### src/rtl/frame_buffer_read_arbiter.sv
// frame_buffer_read_arbiter
//
// Shares the single read port of a frame buffer between the real-time display
// fetch (high priority) and an auxiliary reader (low priority). Every issued
// read is tagged with its owner. The tag travels alongside the fixed-latency
// memory read, so the returned pixel reaches the requester that asked for it.
// A wait counter forces an aux grant after MAX_WAIT cycles of display
// contention, so the aux reader cannot be starved by the display.
//
// Ports:
//   clk          read-side clock; all logic runs on its rising edge
//   reset        synchronous, active-high
//   disp_req     display read request; disp_addr is stable while ungranted
//   disp_addr    display read address
//   disp_gnt     combinational; the display request is accepted this cycle
//   disp_rvalid  one-cycle pulse; disp_rdata holds returned data
//   disp_rdata   returned display pixel
//   aux_req      aux read request; aux_addr is stable while ungranted
//   aux_addr     aux read address
//   aux_gnt      combinational; the aux request is accepted this cycle
//   aux_rvalid   one-cycle pulse; aux_rdata holds returned data
//   aux_rdata    returned aux pixel
//   mem_en       registered read enable to the frame buffer
//   mem_addr     registered read address to the frame buffer
//   mem_rdata    frame buffer data, valid RD_LATENCY cycles after mem_en
//   aux_starved  registered; high while the wait counter sits at MAX_WAIT

module frame_buffer_read_arbiter #(
    parameter int ADDR_W     = 19,
    parameter int DATA_W     = 16,
    parameter int RD_LATENCY = 2,
    parameter int MAX_WAIT   = 8
) (
    input  logic              clk,
    input  logic              reset,
    input  logic              disp_req,
    input  logic [ADDR_W-1:0] disp_addr,
    output logic              disp_gnt,
    output logic              disp_rvalid,
    output logic [DATA_W-1:0] disp_rdata,
    input  logic              aux_req,
    input  logic [ADDR_W-1:0] aux_addr,
    output logic              aux_gnt,
    output logic              aux_rvalid,
    output logic [DATA_W-1:0] aux_rdata,
    output logic              mem_en,
    output logic [ADDR_W-1:0] mem_addr,
    input  logic [DATA_W-1:0] mem_rdata,
    output logic              aux_starved
);

    localparam logic [7:0] MAX_WAIT_C = 8'(MAX_WAIT);

    logic [7:0]            wait_cnt;
    logic [7:0]            wait_cnt_next;
    logic                  issue_tag;
    logic [RD_LATENCY-1:0] pipe_valid;
    logic [RD_LATENCY-1:0] pipe_owner;
    logic                  exit_valid;
    logic                  exit_owner;

    // A full wait counter overrides display priority for one slot.
    always_comb begin
        disp_gnt = 1'b0;
        aux_gnt  = 1'b0;
        if (!reset) begin
            if (aux_req && (wait_cnt == MAX_WAIT_C)) begin
                aux_gnt = 1'b1;
            end else if (disp_req) begin
                disp_gnt = 1'b1;
            end else if (aux_req) begin
                aux_gnt = 1'b1;
            end
        end
    end

    // The wait counter only measures an unbroken stretch of ungranted aux
    // requests. Dropping aux_req restarts the count.
    always_comb begin
        wait_cnt_next = 8'd0;
        if (reset || !aux_req || aux_gnt) begin
            wait_cnt_next = 8'd0;
        end else if (wait_cnt == MAX_WAIT_C) begin
            wait_cnt_next = MAX_WAIT_C;
        end else begin
            wait_cnt_next = wait_cnt + 8'd1;
        end
    end

    // The last pipeline stage lines up with the cycle mem_rdata is valid.
    assign exit_valid = pipe_valid[RD_LATENCY-1];
    assign exit_owner = pipe_owner[RD_LATENCY-1];

    always_ff @(posedge clk) begin
        if (reset) begin
            wait_cnt    <= 8'd0;
            aux_starved <= 1'b0;
            mem_en      <= 1'b0;
            mem_addr    <= '0;
            issue_tag   <= 1'b0;
            pipe_valid  <= '0;
            pipe_owner  <= '0;
            disp_rvalid <= 1'b0;
            aux_rvalid  <= 1'b0;
            disp_rdata  <= '0;
            aux_rdata   <= '0;
        end else begin
            wait_cnt    <= wait_cnt_next;
            // aux_starved is registered, yet it still tracks the counter in
            // the same cycle because it is loaded from the counter's next value.
            aux_starved <= (wait_cnt_next == MAX_WAIT_C);

            mem_en <= disp_gnt | aux_gnt;
            if (aux_gnt) begin
                mem_addr  <= aux_addr;
                issue_tag <= 1'b1;
            end else if (disp_gnt) begin
                mem_addr  <= disp_addr;
                issue_tag <= 1'b0;
            end

            pipe_valid[0] <= mem_en;
            pipe_owner[0] <= issue_tag;
            for (int i = 1; i < RD_LATENCY; i++) begin
                pipe_valid[i] <= pipe_valid[i-1];
                pipe_owner[i] <= pipe_owner[i-1];
            end

            disp_rvalid <= exit_valid && !exit_owner;
            aux_rvalid  <= exit_valid && exit_owner;
            if (exit_valid && !exit_owner) begin
                disp_rdata <= mem_rdata;
            end
            if (exit_valid && exit_owner) begin
                aux_rdata <= mem_rdata;
            end
        end
    end

endmodule

### config.mk
export PLATFORM = sky130hd
export DESIGN_NAME = frame_buffer_read_arbiter
export DESIGN_NICKNAME = d
export VERILOG_FILES = /design/src/rtl/frame_buffer_read_arbiter.sv
export SDC_FILE = /design/constraint.sdc
export NUM_CORES = 1
export LEC_CHECK = 0
export BUFFER_PORTS_ARGS = -buffer_cell sky130_fd_sc_hd__buf_2
export CAP_MARGIN = 10
export CELL_PAD_IN_SITES_DETAIL_PLACEMENT = 2
export CELL_PAD_IN_SITES_GLOBAL_PLACEMENT = 2
export CORE_UTILIZATION = 29
export DETAILED_ROUTE_END_ITERATION = 8
export PLACE_DENSITY_LB_ADDON = 0.08
export SYNTH_ARGS = -nofsm -noshare
export SYNTH_HDL_FRONTEND = slang
export SYNTH_SLANG_ARGS = --single-unit
### constraint.sdc
create_clock -name clk -period 2.7 [get_ports clk]
set_input_delay 0.27 -clock clk [delete_from_list [all_inputs] [get_ports clk]]
set_output_delay 0.27 -clock clk [all_outputs]
set_load 0.1 [all_outputs]
Word-level counts from Yosys, hierarchy flattened --
Cells that the tools add are included.
Word-level totals: flip-flop bits (word level) 68
Operators by class: add/subtract/negate cells 1, equality and inequality tests 2, muxes and demuxes 13, bitwise logic cells 1, reductions and logical operators 8
Operators with widths (number):
- 2-to-1 mux 19 bit | 2
- == test 8 x 4 -> 1 bit, second input constant | 2
- 2-to-1 mux 8 bit | 2
- 2-to-1 mux 1 bit | 9
- adder 8 x 1 -> 8 bit, second input constant | 1
- logical AND 1 bit | 3
- logical NOT 1 bit | 2
- logical OR 1 bit | 2
- nonzero test 2 bit | 1
- OR 1 bit | 1

Longest topological paths before layout --
depth in word-level cells 7, mapped depth 8, depth with buffers taken out 6

Worst setup path after synthesis --
No wires, ideal clock.
path type flip-flop to output port, start point register wait_cnt[0], end point output port disp_gnt, data arrival time 2.390 ns, data required time 2.430 ns, setup slack 0.040 ns, cell stages (with the launch flop) 6, path buffers 0, cells stage by stage dfxtp_1 -> inv_1 -> ha_1 -> nor4b_4 -> and2_2 -> a21oi_1
On the way: word-level cells in the longest chain between the ends 4
RTL lines:
- from (decl) | line 54 | logic [7:0] wait_cnt;
- from (signal assigned) | line 108 | wait_cnt <= wait_cnt_next;
- == test 8 x 4 -> 1 bit | line 67 | if (aux_req && (wait_cnt == MAX_WAIT_C)) begin
- logical AND 1 bit | line 67
- 2-to-1 mux 1 bit | line 67
- 2-to-1 mux 1 bit | line 66 | if (!reset) begin
- to (decl) | line 38 | output logic disp_gnt,
No other way between the ends.

Worst setup path in the final report --
Ends and elaborated chain as after synthesis.

==> flow_summary.json <==
{
  "outcome": "finished clean",
  "cp-start-kind": "register",
  "seq_power_share_pct": 43.8,
  "ctsResizeCount": 0,
  "hold_depth": 3,
  "drt_pass1_iterations": 4,
  "hold_ws_ns": 0.176,
  "post-synth-top-area-cell": "dfxtp_1",
  "combPwrFrac_pct": 20.6,
  "cp_max_fo": 5,
  "crit_chain": "inv_1 -> ha_1 -> nor4b_4 -> and2_2 -> a21oi_1 -> buf_2",
  "pwr-share-clk_pct": 35.5,
  "hold_viol_final": 0,
  "yosysSeqAreaShare_pct": 47.1,
  "antenna_found_initial": 0,
  "worstPathArrival_ns": 1.99,
  "syn_nets": 385,
  "synthArstFlopShare_pct": 0,
  "drive_gt1_share_pct": 39.8,
  "p_int_mw": 1.61,
  "dp.cells": 554,
  "wl_per_cell_um": 16.0,
  "leakagePower_nw": 1.58,
  "clock_latency_ns": 0.34,
  "final_core_util_pct": 38.6,
  "ys_types": 34,
  "cts_buffers": 9,
  "placeableCoreArea_um2": 9730,
  "fillers": 1176,
  "fin_crit_ns": 2.26,
  "stdcell_count": 570,
  "rows": 36,
  "cts_setup_buffers": 0,
  "cts_buffer_depth": 2,
  "powerDensity_nw_per_um2": 642,
  "viasPerCell": 4.93,
  "dp_slack_ns": 0.749,
  "initial_utilization_pct": 29.7,
  "fin_skew_ns": 0.00910,
  "grt-ovfl-total": 0,
  "htreeDepth": 3,
  "nNetsFinal": 492,
  "syn_area_um2": 2890,
  "total_power_mw": 2.41,
  "slowest_delay_ns": 0.46,
  "critPathSlowestCell": "buf_2",
  "max_slew_margin_pct": 50.3,
  "drv_slew": 0,
  "cts_sinks": 68,
  "numPortBuffers": 114,
  "num_vias": 2809,
  "worstSetupPathType": "reg -> out",
  "synth_cells": 325,
  "grt_max_degree": 28,
  "clk_pin_slew_ns": 0.08,
  "ioPinCount": 115,
  "multi_input_area_um2": 1400,
  "dieArea_um2": 10400,
  "end_kind": "output pin",
  "die_w_um": 102,
  "tightest_slew_ns": 0.745,
  "post_dp_cell_area_um2": 3550,
  "die_h_um": 102,
  "ys.flop_type": "dfxtp_1",
  "place.gp.congestion": 0.698,
  "ys_ff_latch": 68,
  "required_ns": 2.43,
  "groute.usage.overall_pct": 18.9,
  "yosysWarnings": 0,
  "drt_iter0_markers": 47,
  "grt_pass1_wl_um": 14900,
  "synth_edf_count": 0,
  "avgSynthCellArea_um2": 8.89,
  "cts_tree": "yes",
  "setup_violations": 0,
  "root_buffer": "clkbuf_8",
  "switchingPower_mw": 0.800,
  "maxCapViolations": 0,
  "ir_drop_uv": 292,
  "drc": 0,
  "tns_ns": 0,
  "rsz0062_at_grt": "no",
  "synth_area_leaders": "dfxtp_1, nand2_1, mux2_2",
  "area_growth_pct": 29.9,
  "synth_top_cell_area_share_pct": 47.1,
  "routed_wl_um": 9140,
  "switching_share_pct": 33.2,
  "postRouteAntennaNets": 0,
  "grt_pass1_vias": 2999,
  "design_area_um2": 3750,
  "n_antenna_cell": 0,
  "dpl.hpwl_um": 6530,
  "fin_ws_ns": 0.445,
  "fin_crit_sh_pct": 83.5,
  "fmax_mhz": 443,
  "reg2regPathDepth": 6,
  "ff_latch_area_um2": 1360,
  "hold_path.class": "in -> reg",
  "postCtsHoldBufs": 0
}
registers in the layout (all words and copies together), names as in the netlist:
name,cells
aux_rvalid,1
issue_tag,1
mem_addr,19
mem_en,1
wait_cnt,8
aux_starved,1
disp_rdata,16
disp_rvalid,1
pipe_valid,2
pipe_owner,2
aux_rdata,16
logic make-up (layout without fill, tap and decap cells):
logic type / Yosys count / after routing / share of synthesized area [%]
AOI/OAI and AO/OA: 78 / 78 / 16.5
DFF: 68 / 68 / 47.1
muxes: 19 / 19 / 7.41
adders and majority gates: 2 / 2 / 0.866
xor gates and xnor gates: 6 / 6 / 1.82
buffers and inverters: 27 / 139 / 4.50
and+or+nand+nor: 125 / 125 / 21.8
cell usage in the layout, fill, tap and decap left out, drive strengths merged, types with 4 or more instances in the layout:
cell type	count
nand2	70
nor2b	6
a21oi	36
nor2	13
nand2b	4
nor3	20
clkbuf	10
mux2	19
buf	120
dfxtp	68
o22ai	38
xnor2	4
critical path, delay by kind of cell, from the launching register on:
kind,cells,cell delay (ns)
AO/OA/AOI/OAI,1,0.19
flip-flops,1,0.39
adder cells (fa/ha/maj),1,0.20
AND/OR/NAND/NOR,2,0.34
buffers and inverters,2,0.54
final timing paths:
path                            slack (ns)                      from                         end
worst min-delay path                  0.18             mem_rdata[11]  aux_rdata[11]$_SDFFE_PP0P_
worst max register to register        0.81    wait_cnt[0]$_SDFF_PP0_    mem_addr[5]$_SDFFE_PP0P_
worst max-delay path                  0.44    wait_cnt[0]$_SDFF_PP0_                    disp_gnt
worst min register to register        0.45  pipe_valid[0]$_SDFF_PP0_    pipe_valid[1]$_SDFF_PP0_
synthesized netlist by cell type (2+ instances only):
library cell / n
nor2b_1: 6
nor3_2: 10
nand3_1: 3
mux2_2: 19
buf_2: 2
clkbuf_1: 18
nor2_1: 13
o22ai_2: 4
ha_1: 2
o22ai_1: 34
inv_1: 3
xor2_1: 2
nand2_1: 70
dfxtp_1: 68
a21oi_1: 36
xnor2_1: 4
nor3_1: 10
buf_6: 2
nand2b_1: 4
power groups by stage:
stage               sequential, mW  clock [mW]  combinational (mW)
floorplan                     1.32           0               0.143
global placement              1.08           0               0.492
detailed placement            1.08           0               0.501
CTS                           1.06       0.890               0.502
global route                  1.06       0.944               0.526
finish                        1.06       0.857               0.497
layer usage:
| metal | wire length (um) | global-route usage, % | up-vias |
|---|---|---|---|
| met1 | 3720 | 21.1 | 1375 |
| met5 | 0 | 0 | - |
| met2 | 4660 | 33.6 | 70 |
| met4 | 127 | 5.05 | 0 |
| li1 | - | - | 1353 |
| met3 | 620 | 7.25 | 11 |
area by class of cell:
class	count	share of cell area (%)
Timing Repair Buffer	120	16.4
Multi-Input combinational cell	230	37.2
Clock buffer	10	3.67
Clock inverter	6	1.70
Sequential cell	68	36.3
Inverter	3	0.300
Tap cell	133	4.43
No activity file was read; power rests on OpenSTA's default activity.
